`config.mk`:
```
export PLATFORM = sky130hd
export DESIGN_NAME = fetch_target_queue
export DESIGN_NICKNAME = d
export VERILOG_FILES = /design/src/rtl/fetch_target_queue.sv
export SDC_FILE = /design/constraint.sdc
export NUM_CORES = 1
export LEC_CHECK = 0
export ABC_AREA = 1
export CORE_AREA = 5 5 206 208
export CTS_CLUSTER_SIZE = 40
export DETAILED_ROUTE_END_ITERATION = 8
export DIE_AREA = 0 0 211 213
export DONT_BUFFER_PORTS = 1
export PLACE_DENSITY = 0.64
export SKIP_CTS_REPAIR_TIMING = 1
export SLEW_MARGIN = 25
export SYNTH_ARGS = -nofsm -noshare
export SYNTH_HDL_FRONTEND = slang
export SYNTH_SLANG_ARGS = --single-unit
export TNS_END_PERCENT = 50
```
`constraint.sdc`:
```
create_clock -name clk -period 4.4 [get_ports clk]
set_input_delay 0 -clock clk [delete_from_list [all_inputs] [get_ports clk]]
set_output_delay 0 -clock clk [all_outputs]
set_load 0.01 [all_outputs]
```
`src/rtl/fetch_target_queue.sv`:
```
// fetch_target_queue: circular FIFO of predicted fetch blocks between BPU, IFU and backend commit
module fetch_target_queue #(
  parameter int ADDR_WIDTH = 32,
  parameter int DEPTH      = 8,
  parameter int PTR_WIDTH  = $clog2(DEPTH) + 1
) (
  input  logic                  clk,
  input  logic                  rst,
  input  logic                  bpu_valid_i,
  input  logic [ADDR_WIDTH-1:0] bpu_start_pc_i,
  input  logic [2:0]            bpu_length_i,
  input  logic                  bpu_is_cross_cacheline_i,
  input  logic                  bpu_predicted_taken_i,
  output logic                  ftq_full_o,
  output logic                  ifu_valid_o,
  input  logic                  ifu_ready_i,
  output logic [ADDR_WIDTH-1:0] ifu_start_pc_o,
  output logic [2:0]            ifu_length_o,
  output logic                  ifu_is_cross_cacheline_o,
  output logic [PTR_WIDTH-2:0]  ifu_ftq_id_o,
  input  logic                  commit_valid_i,
  input  logic                  commit_is_conditional_i,
  input  logic                  commit_taken_i,
  input  logic                  flush_i,
  output logic                  meta_valid_o,
  output logic [ADDR_WIDTH-1:0] meta_start_pc_o,
  output logic                  meta_is_conditional_o,
  output logic                  meta_is_taken_o
);
  localparam int IW = PTR_WIDTH - 1;
  logic [PTR_WIDTH-1:0]  bpu_ptr, ifu_ptr, comm_ptr, count, comm_nxt;
  logic [ADDR_WIDTH-1:0] pc_q [DEPTH];
  logic [2:0]            len_q [DEPTH];
  logic                  xcl_q [DEPTH];
  logic                  enq, iss, com, unused_pred_taken;
  // predicted direction is not consumed by this queue's consumers
  assign unused_pred_taken = bpu_predicted_taken_i;
  assign count        = bpu_ptr - comm_ptr;
  assign ftq_full_o   = count == PTR_WIDTH'(DEPTH);
  assign ifu_valid_o  = ifu_ptr != bpu_ptr;
  assign enq          = bpu_valid_i & ~ftq_full_o & ~flush_i;
  assign iss          = ifu_valid_o & ifu_ready_i & ~flush_i;
  assign com          = commit_valid_i & (comm_ptr != ifu_ptr);
  assign comm_nxt     = comm_ptr + PTR_WIDTH'(com);
  assign ifu_ftq_id_o             = ifu_ptr[IW-1:0];
  assign ifu_start_pc_o           = pc_q[ifu_ptr[IW-1:0]];
  assign ifu_length_o             = len_q[ifu_ptr[IW-1:0]];
  assign ifu_is_cross_cacheline_o = xcl_q[ifu_ptr[IW-1:0]];
  always_ff @(posedge clk)
    if (enq) begin
      pc_q[bpu_ptr[IW-1:0]]  <= bpu_start_pc_i;
      len_q[bpu_ptr[IW-1:0]] <= bpu_length_i;
      xcl_q[bpu_ptr[IW-1:0]] <= bpu_is_cross_cacheline_i;
    end
  // a flush collapses all pointers onto the post-commit retire pointer
  always_ff @(posedge clk or posedge rst)
    if (rst) begin
      bpu_ptr               <= '0;
      ifu_ptr               <= '0;
      comm_ptr              <= '0;
      meta_valid_o          <= 1'b0;
      meta_start_pc_o       <= '0;
      meta_is_conditional_o <= 1'b0;
      meta_is_taken_o       <= 1'b0;
    end else begin
      comm_ptr     <= comm_nxt;
      bpu_ptr      <= flush_i ? comm_nxt : bpu_ptr + PTR_WIDTH'(enq);
      ifu_ptr      <= flush_i ? comm_nxt : ifu_ptr + PTR_WIDTH'(iss);
      meta_valid_o <= com;
      if (com) begin
        meta_start_pc_o       <= pc_q[comm_ptr[IW-1:0]];
        meta_is_conditional_o <= commit_is_conditional_i;
        meta_is_taken_o       <= commit_taken_i;
      end
    end
endmodule

```
Word-level counts from Yosys, hierarchy flattened
Memory sizes are Yosys's and may differ from the RTL's. A register that Yosys moved wholly into a read port is not among the register bits.
Cells that the tools add are included.
{"block": "totals", "register_bits": 15, "ramBits": 288, "inputBits": 45, "out_inout_bits": 76, "wordCells": 27, "n_memories": 3}
{"block": "op_classes", "addsub": 4, "eq_ne": 3, "n_mux": 4, "bitwise_logic": 7}
{"memory": "pc_q", "words": 8, "width": 32, "rd": 2, "rd_clocked_by_memory_dff": 1, "write_ports": 1, "line_no": "32", "rtl": "logic [ADDR_WIDTH-1:0] pc_q [DEPTH];"}
{"memory": "len_q", "words": 8, "width": 3, "rd": 1, "rd_clocked_by_memory_dff": 0, "write_ports": 1, "line_no": "33", "rtl": "logic [2:0] len_q [DEPTH];"}
{"memory": "xcl_q", "words": 8, "width": 1, "rd": 1, "rd_clocked_by_memory_dff": 0, "write_ports": 1, "line_no": "34", "rtl": "logic xcl_q [DEPTH];"}
{"cell": "adder 4 x 1 -> 4 bit", "count": 3}
{"cell": "two-way mux 4 bit", "count": 2}
{"cell": "inequality test 4 bit", "count": 2}
{"cell": "bitwise AND 1 bit", "count": 5}
{"cell": "equality test 4 bit (second input constant)", "count": 1}
{"cell": "subtractor 4 bit", "count": 1}
{"cell": "two-way mux 1 bit", "count": 2}
{"cell": "NOT 1 bit", "count": 2}

Logic depth before layout (Yosys ltp)
Gate-level depths: netlist of run 1.
{"block": "depth", "depth_word": 7, "ltp_mapped": 16, "ltp_nobuf": 15}

Worst setup path after synthesis of run 1
OpenSTA, ideal clock, no wires.
{"block": "synth_timing", "path_type": "register to register", "start": "reg comm_ptr[2]", "end": "mem len_q[0][0] (enable)", "setup_time_ns": 0.429, "arrival_ns": 3.352, "path_slack_ns": 0.619, "path_stages_with_launch": 11, "n_path_buf": 2, "path_cell_list": "dfrtp_1 > buf_4 > inv_4 > clkbuf_1 > ha_1 > or2_2 > nand3_1 > nand2_1 > nand2_1 > nand2_1 > nor2_1"}
{"block": "synth_between", "elab_chain_cells": 7}
{"item": "start, declared", "line_no": "31", "rtl": "logic [PTR_WIDTH-1:0] bpu_ptr, ifu_ptr, comm_ptr, count, comm_nxt;"}
{"item": "start signal, assigned", "line_no": "66", "rtl": "comm_ptr <= comm_nxt;"}
{"item": "subtractor 4 bit", "line_no": "38", "rtl": "assign count = bpu_ptr - comm_ptr;"}
{"item": "equality test 4 bit", "line_no": "39", "rtl": "assign ftq_full_o = count == PTR_WIDTH'(DEPTH);"}
{"item": "NOT 1 bit", "line_no": "41", "rtl": "assign enq = bpu_valid_i & ~ftq_full_o & ~flush_i;"}
{"item": "bitwise AND 1 bit (2 in series)", "line_no": "41"}
{"item": "two-way mux 1 bit", "line_no": "50", "rtl": "if (enq) begin"}
{"item": "two-way mux 1 bit (not written as such)", "line_no": "52", "rtl": "len_q[bpu_ptr[IW-1:0]] <= bpu_length_i;"}
{"item": "end, declared", "line_no": "33"}
Every way passes these cells.

Worst setup path after layout of run 1
{"block": "layout_timing", "start": "reg comm_ptr[0]", "end": "mem pc_q[5][2] (enable)"}
{"block": "layout_between", "elab_chain_cells": 7}
{"item": "subtractor 4 bit", "line_no": "38"}
{"item": "equality test 4 bit", "line_no": "39"}
{"item": "NOT 1 bit", "line_no": "41"}
{"item": "bitwise AND 1 bit (2 in series)", "line_no": "41"}
{"item": "two-way mux 1 bit", "line_no": "50"}
{"item": "two-way mux 1 bit (not written as such)", "line_no": "51", "rtl": "pc_q[bpu_ptr[IW-1:0]] <= bpu_start_pc_i;"}
{"item": "end, declared", "line_no": "32"}
Every way passes these cells.

==> results.sh, run 1 <==
export IMPL_outcome="finished, violations left"
export IMPL_violations="negative hold slack"
export IMPL_holdWs_ns=-0.04821
export IMPL_fin_ws_ns=0.9723
export IMPL_ys_warn_count=0
export IMPL_dp_slack_ns=0.9329
export IMPL_grtUsageTotal=0.1929
export IMPL_synth_cell_types=26
export IMPL_place_area_um2=16270
export IMPL_relSlewSlack=0.3014
export IMPL_setup_tns_ns=0
export IMPL_die_area_um2=44940
export IMPL_clockBufferDepth=3
export IMPL_synth_compound_area_share=0.08105
export IMPL_worst_path_max_fanout=74
export IMPL_startpoint="comm_ptr[0]"
export IMPL_gp_congestion=0.7649
export IMPL_drv_cap=0
export IMPL_crit_chain="ha_1 > inv_1 > nand2_1 > nand2_1 > nand3_1 > nand2_1 > nand2_1 > nand2_1 > nor2_4 > buf_12"
export IMPL_synth_cells=1695
export IMPL_via_per_inst=5.391
export IMPL_fin_skew_ns=0.01676
export IMPL_pwr_density_cell_nw_per_um2=695.5
export IMPL_nets=1741
export IMPL_post_route_period_util=0.7790
export IMPL_p_int_mw=7.077
export IMPL_cts_buffers=36
export IMPL_p_clk_frac=0.237
export IMPL_ios=121
export IMPL_synth_adder_area_share=0.007096
export IMPL_core_um2=40370
export IMPL_grt_pass1_wl_um=67170
export IMPL_max_stage_delay_ns=0.96
export IMPL_start_kind="flip-flop"
export IMPL_cts_tree="yes"
export IMPL_area_growth_pct=12.36
export IMPL_synth_seq_cells=335
export IMPL_swShare=0.4294
export IMPL_r2r_end="pc_q[5][2]"
export IMPL_num_rows=74
export IMPL_yosysSeqAreaShare=0.6191
export IMPL_fin_util=0.4417
export IMPL_p_leak_nw=7.088
export IMPL_cp_slowest_cell="dfrtp_4"
export IMPL_hold_viol_final=22
export IMPL_reg2reg_depth=10
export IMPL_max_freq_mhz=291.7
export IMPL_wl_per_cell_um=19.84
export IMPL_die_x_um=211
export IMPL_clkTransAtPathRegs_ns=0.06
export IMPL_post_route_drc_count=0
export IMPL_avgSynthCellArea_um2=9.362
export IMPL_cp_arrival_ns=3.62
export IMPL_hold_path_class="in2reg"
export IMPL_combPwrFrac=0.402
export IMPL_cp_required_ns=4.59
export IMPL_worst_slew_pin_slew_ns=1.048
export IMPL_power_total_mw=12.40
export IMPL_min_period_ns=3.428
export IMPL_worstSkewPairLatency_ns=0.51
export IMPL_grt_pass1_vias=11770
export IMPL_reg2reg_setup_slack_ns=0.97
export IMPL_fin_cells=2245
export IMPL_dp_hpwl_um=24270
export IMPL_end_kind="flip-flop"
export IMPL_die_h_um=213
export IMPL_clkSinkCount=335
export IMPL_first_iter_violations=1086
export IMPL_p_seq_frac=0.361
export IMPL_regToRegStartpoint="comm_ptr[0]"
export IMPL_syn_area_um2=15870
export IMPL_finalSetupViolations=0
export IMPL_root_buffer="clkbuf_16"
export IMPL_hold_depth=3
export IMPL_crit_type="reg2reg"
export IMPL_grt_ovfl_total=0
export IMPL_irDropWorstVdd_mv=0.5564
export IMPL_grt_max_degree=106
export IMPL_place_inst=2139
export IMPL_crit_path_frequent_cell="nand2_1"
export IMPL_endpoint="pc_q[5][2]"
export IMPL_power_switching_mw=5.325
export IMPL_synthSimpleGateAreaFrac=0.2293
export IMPL_synth_top_family_by_area="simple AND/OR/NAND/NOR gates"
export IMPL_fill_cells=3796
export IMPL_synth_mux_area_frac=0
export IMPL_drv_slew=0
export IMPL_synthXorXnorAreaFrac=0.004967
export IMPL_start_util=0.3931
export IMPL_worstHoldStart="commit_valid_i"
export IMPL_design_area_um2=17830
export IMPL_rsz0062_at_grt="false"
export IMPL_antenna_found_initial=2
export IMPL_h_tree_depth=2
export IMPL_drive_gt1_frac=0.05724
export IMPL_routed_wl_um=44530
export IMPL_antenna_left=0
export IMPL_numPortBuffers=0
export IMPL_drt_pass1_iterations=5
export IMPL_vias=12100
export IMPL_synth_nets=1749
layer usage:
metal  GRT usage  vias to the layer above  part of all wire
met1      0.2383                     5792              0.40
li1            -                     5692                 -
met5           0                        -           0.00029
met4     0.07512                        2             0.033
met2      0.3315                      517              0.48
met3     0.04276                       99             0.079
flip-flops by register name, summed over array words and instances (netlist names), 4 cells and up:
name,count
xcl_q,8
comm_ptr,4
pc_q,256
ifu_ptr,4
bpu_ptr,4
meta_start_pc_o,32
len_q,24
worst min path at each step:
stage	endpoint	slack, ns
2_1_floorplan	len_q[0][0]	0.1
3_5_place_dp	ifu_ptr[3]	0.009
3_3_place_gp	ifu_ptr[3]	0.003
6_report	meta_is_conditional_o	-0.05
4_1_cts	bpu_ptr[2]	-0.53
5_1_grt	meta_start_pc_o[28]	0.006
synthesized netlist by cell type, drive strengths merged:
cell type / count / area share
a21oi: 41 / 0.013
buf: 70 / 0.025
clkbuf: 42 / 0.0099
dfrtp: 47 / 0.074
edfxtp: 288 / 0.54
ha: 9 / 0.0071
inv: 100 / 0.024
nand2: 560 / 0.13
nand3: 169 / 0.053
nand3b: 18 / 0.0085
nand4: 1 / 0.00039
nor2: 138 / 0.034
o21ai: 149 / 0.047
o22ai: 53 / 0.021
or2: 1 / 0.00039
xnor2: 6 / 0.0033
xor2: 3 / 0.0017
final cells by class:
| cell class | instances | area [um^2] | share of cell area |
|---|---|---|---|
| Sequential cell | 335 | 9836 | 0.5516 |
| Multi-Input combinational cell | 1148 | 5176 | 0.2903 |
| Clock buffer | 52 | 1012 | 0.05677 |
| Tap cell | 532 | 665.6 | 0.03733 |
| Timing Repair Buffer | 66 | 629.4 | 0.03530 |
| Inverter | 100 | 382.9 | 0.02147 |
| Clock inverter | 11 | 126.4 | 0.007087 |
| Antenna cell | 1 | 2.502 | 0.0001403 |
worst max-delay path: cells and delay by family, from the launching register on:
kind	cells	cell delay (ns)
flops	1	0.96
simple gates	7	1.53
fa+ha+maj	1	0.28
buf+inv	2	0.33
kinds of logic (layout without fill, tap and decap cells):
| family | after synthesis | in the layout |
|---|---|---|
| buffers and inverters | 212 | 229 |
| xor gates and xnor gates | 9 | 9 |
| AOI/OAI and AO/OA | 243 | 243 |
| and+or+nand+nor | 887 | 887 |
| other | 0 | 1 |
| adders and majority gates | 9 | 9 |
| DFF | 335 | 335 |
power groups by stage:
stage          Sequential, mW  Combinational (mW)  Clock, mW
2_1_floorplan            4.22                3.77          0
3_3_place_gp             4.53                4.80          0
3_5_place_dp             4.54                4.91          0
4_1_cts                  4.48                4.92       3.00
5_1_grt                  4.53                5.57       3.12
6_report                 4.47                4.99       2.94
layout by cell type, fill, tap and decap left out, types with 5 or more instances in the layout:
cell           synthesis  final
a21oi_1               40     40
buf_4                 11     21
clkbuf_1              42     12
clkbuf_16              0     37
clkinv_2               0      5
dfrtp_1               47     42
dlygate4sd3_1          0     42
edfxtp_1             288    288
ha_1                   9      9
inv_1                 95     93
nand2_1              558    558
nand3_1              169    169
nand3b_1              18     18
nor2_1               136    128
nor2_4                 2     10
o21ai_0              149    149
o22ai_1               53     53
xnor2_1                6      6
No activity file was read; power rests on OpenSTA's default activity.
==> inputs of run 2 (changes only) <==
==> constraint.sdc (replaced) <==
create_clock -name clk -period 3.5 [get_ports clk]
set_input_delay 0 -clock clk [delete_from_list [all_inputs] [get_ports clk]]
set_output_delay 0 -clock clk [all_outputs]
set_load 0.01 [all_outputs]
==> run 2 against run 1 <==
Compared with the run above: the run still ends with negative hold slack left; sequential cell count stayed put; wire length is 1.1% higher; combinational power rose by 29%; register-to-register slack got worse by 0.23 ns; sequential power grew 23%; die area unchanged; cell count is 0.62% higher; non-clock buffer count is 9 higher; critical path type is now reg2out; largest cell class unchanged; largest power group unchanged; highest routed layer is now met4.
==> results.sh, run 2 (synthesis results as in run 1) <==
export IMPL_clkSinkCount=335
export IMPL_antenna_found_initial=1
export IMPL_h_tree_depth=2
export IMPL_post_route_period_util=0.8218
export IMPL_max_freq_mhz=347.7
export IMPL_crit_path_frequent_cell="nand2_1"
export IMPL_drv_slew=0
export IMPL_die_area_um2=44940
export IMPL_vias=12250
export IMPL_finalSetupViolations=0
export IMPL_path_buf_inv=2
export IMPL_hold_path_class="in2reg"
export IMPL_antenna_left=0
export IMPL_multi_input_area_um2=5176
export IMPL_first_iter_violations=1114
export IMPL_outcome="finished, violations left"
export IMPL_irDropWorstVdd_mv=0.6154
export IMPL_hold_viol_final=27
export IMPL_violations="negative hold slack"
export IMPL_fin_skew_ns=0.01580
export IMPL_core_um2=40370
export IMPL_grtUsageTotal=0.1945
export IMPL_relSlewSlack=0.3468
export IMPL_grt_pass1_wl_um=67810
export IMPL_wl_per_cell_um=19.92
export IMPL_clkTransAtPathRegs_ns=0.06
export IMPL_holdWs_ns=-0.04392
export IMPL_grt_pass1_vias=11660
export IMPL_cts_buffers=38
export IMPL_die_x_um=211
export IMPL_cp_slowest_cell="buf_4"
export IMPL_root_buffer="clkbuf_16"
export IMPL_numPortBuffers=0
export IMPL_cp_top_family="buffers and inverters"
export IMPL_rsz0062_at_grt="false"
export IMPL_seq_area_um2=9836
export IMPL_max_stage_delay_ns=0.76
export IMPL_ios=121
export IMPL_fin_cells=2259
export IMPL_via_per_inst=5.423
export IMPL_layout_common_cells="558 x nand2_1, 288 x edfxtp_1, 169 x nand3_1"
export IMPL_worst_path_max_fanout=72
export IMPL_cp_arrival_ns=2.88
export IMPL_dp_hpwl_um=25120
export IMPL_cp_required_ns=3.50
export IMPL_crit_chain="inv_2 > buf_4 > o21ai_0 > o22ai_1 > nand2_1 > nand2_1"
export IMPL_place_inst=2148
export IMPL_drv_cap=0
export IMPL_drive_gt1_frac=0.06551
export IMPL_fill_cells=3776
export IMPL_pwr_density_cell_nw_per_um2=881.6
export IMPL_p_leak_nw=7.175
export IMPL_grt_ovfl_total=0
export IMPL_grt_max_degree=147
export IMPL_gp_congestion=0.8040
export IMPL_worst_slew_pin_slew_ns=0.9788
export IMPL_start_util=0.3931
export IMPL_worstSkewPairLatency_ns=0.53
export IMPL_num_rows=74
export IMPL_cts_tree="yes"
export IMPL_clockBufferDepth=3
export IMPL_drt_pass1_iterations=5
export IMPL_post_route_drc_count=0
export IMPL_min_period_ns=2.876
export IMPL_area_growth_pct=13.22
export IMPL_largest_reg_flops=256
export IMPL_start_kind="flip-flop"
export IMPL_crit_type="reg2out"
export IMPL_die_h_um=213
export IMPL_end_kind="output pin"
export IMPL_routed_wl_um=45010
export IMPL_nets=1752
export IMPL_mostFrequentLayoutCell="nand2_1"
[run 2: cell types whose count changed in the layout (fill, tap and decap cells not counted), sizes merged]
cell | before | now
buf | 24 | 33
clkbuf | 52 | 49
clkinv | 8 | 14
diode | 1 | 2
inv | 100 | 101
[run 2: path summary, 6_finish.rpt]
path                                startpoint  slack [ns]  cells after the start                    end
min reg2reg                meta_start_pc_o[19]        0.54                      2    meta_start_pc_o[19]
min                             commit_valid_i       -0.04                      3  meta_is_conditional_o
max in group asynchronous                  rst        2.56                      3             ifu_ptr[0]
max reg2reg                         bpu_ptr[2]        0.74                      9             pc_q[6][3]
min in group asynchronous                  rst        0.11                      2    meta_start_pc_o[25]
max                                 ifu_ptr[1]        0.62                      6     ifu_start_pc_o[22]
[run 2: per-stage QoR]
step / total power, mW / utilization / setup TNS, ns / setup slack, ns / cell area, um^2
global route: 16.90 / 0.4451 / 0 / 0.3895 / 17970
floorplan: 10.04 / - / -80.89 / -0.2809 / 15870
finish: 15.84 / 0.4451 / 0 / 0.6239 / 17970
detailed placement: 11.97 / 0.4046 / 0 / 0.7672 / 16330
global placement: 11.83 / 0.4046 / 0 / 0.7822 / 16330
CTS: 15.87 / 0.4345 / 0 / 0.6212 / 17540
[run 2: worst reg2reg max path, stage by stage, from the launching register on]
cell	delay (ns)
dfrtp_1	0.49
ha_1	0.37
or2_2	0.31
nand3_1	0.09
nand2_1	0.05
nand2_1	0.08
nand2_1	0.21
buf_4	0.27
nor2_4	0.09
buf_4	0.40
[run 2: cell type report]
| class | instances | share of cell area |
|---|---|---|
| clock buffers | 49 | 0.05808 |
| repair buffers | 75 | 0.03858 |
| inverters | 100 | 0.02131 |
| flip-flops and latches | 335 | 0.5474 |
| multi-input cells | 1148 | 0.2881 |
| clock inverters | 18 | 0.009192 |
| diodes | 2 | 0.0002786 |
| well taps | 532 | 0.03705 |
[run 2: power breakdown]
group | internal, mW | switching [mW] | total, mW
clock network | 2.32 | 1.56 | 3.88
registers | 4.91 | 0.603 | 5.51
logic | 1.79 | 4.65 | 6.44
[run 2: metal layers]
layer | GRT usage | share of wire | wire [um] | up-vias
li1 | - | - | - | 5727
met1 | 0.2458 | 0.40 | 18030 | 5896
met2 | 0.3314 | 0.49 | 22140 | 531
met3 | 0.04085 | 0.075 | 3397 | 97
met4 | 0.07199 | 0.032 | 1438 | 0
met5 | 0 | 0 | 0 | -
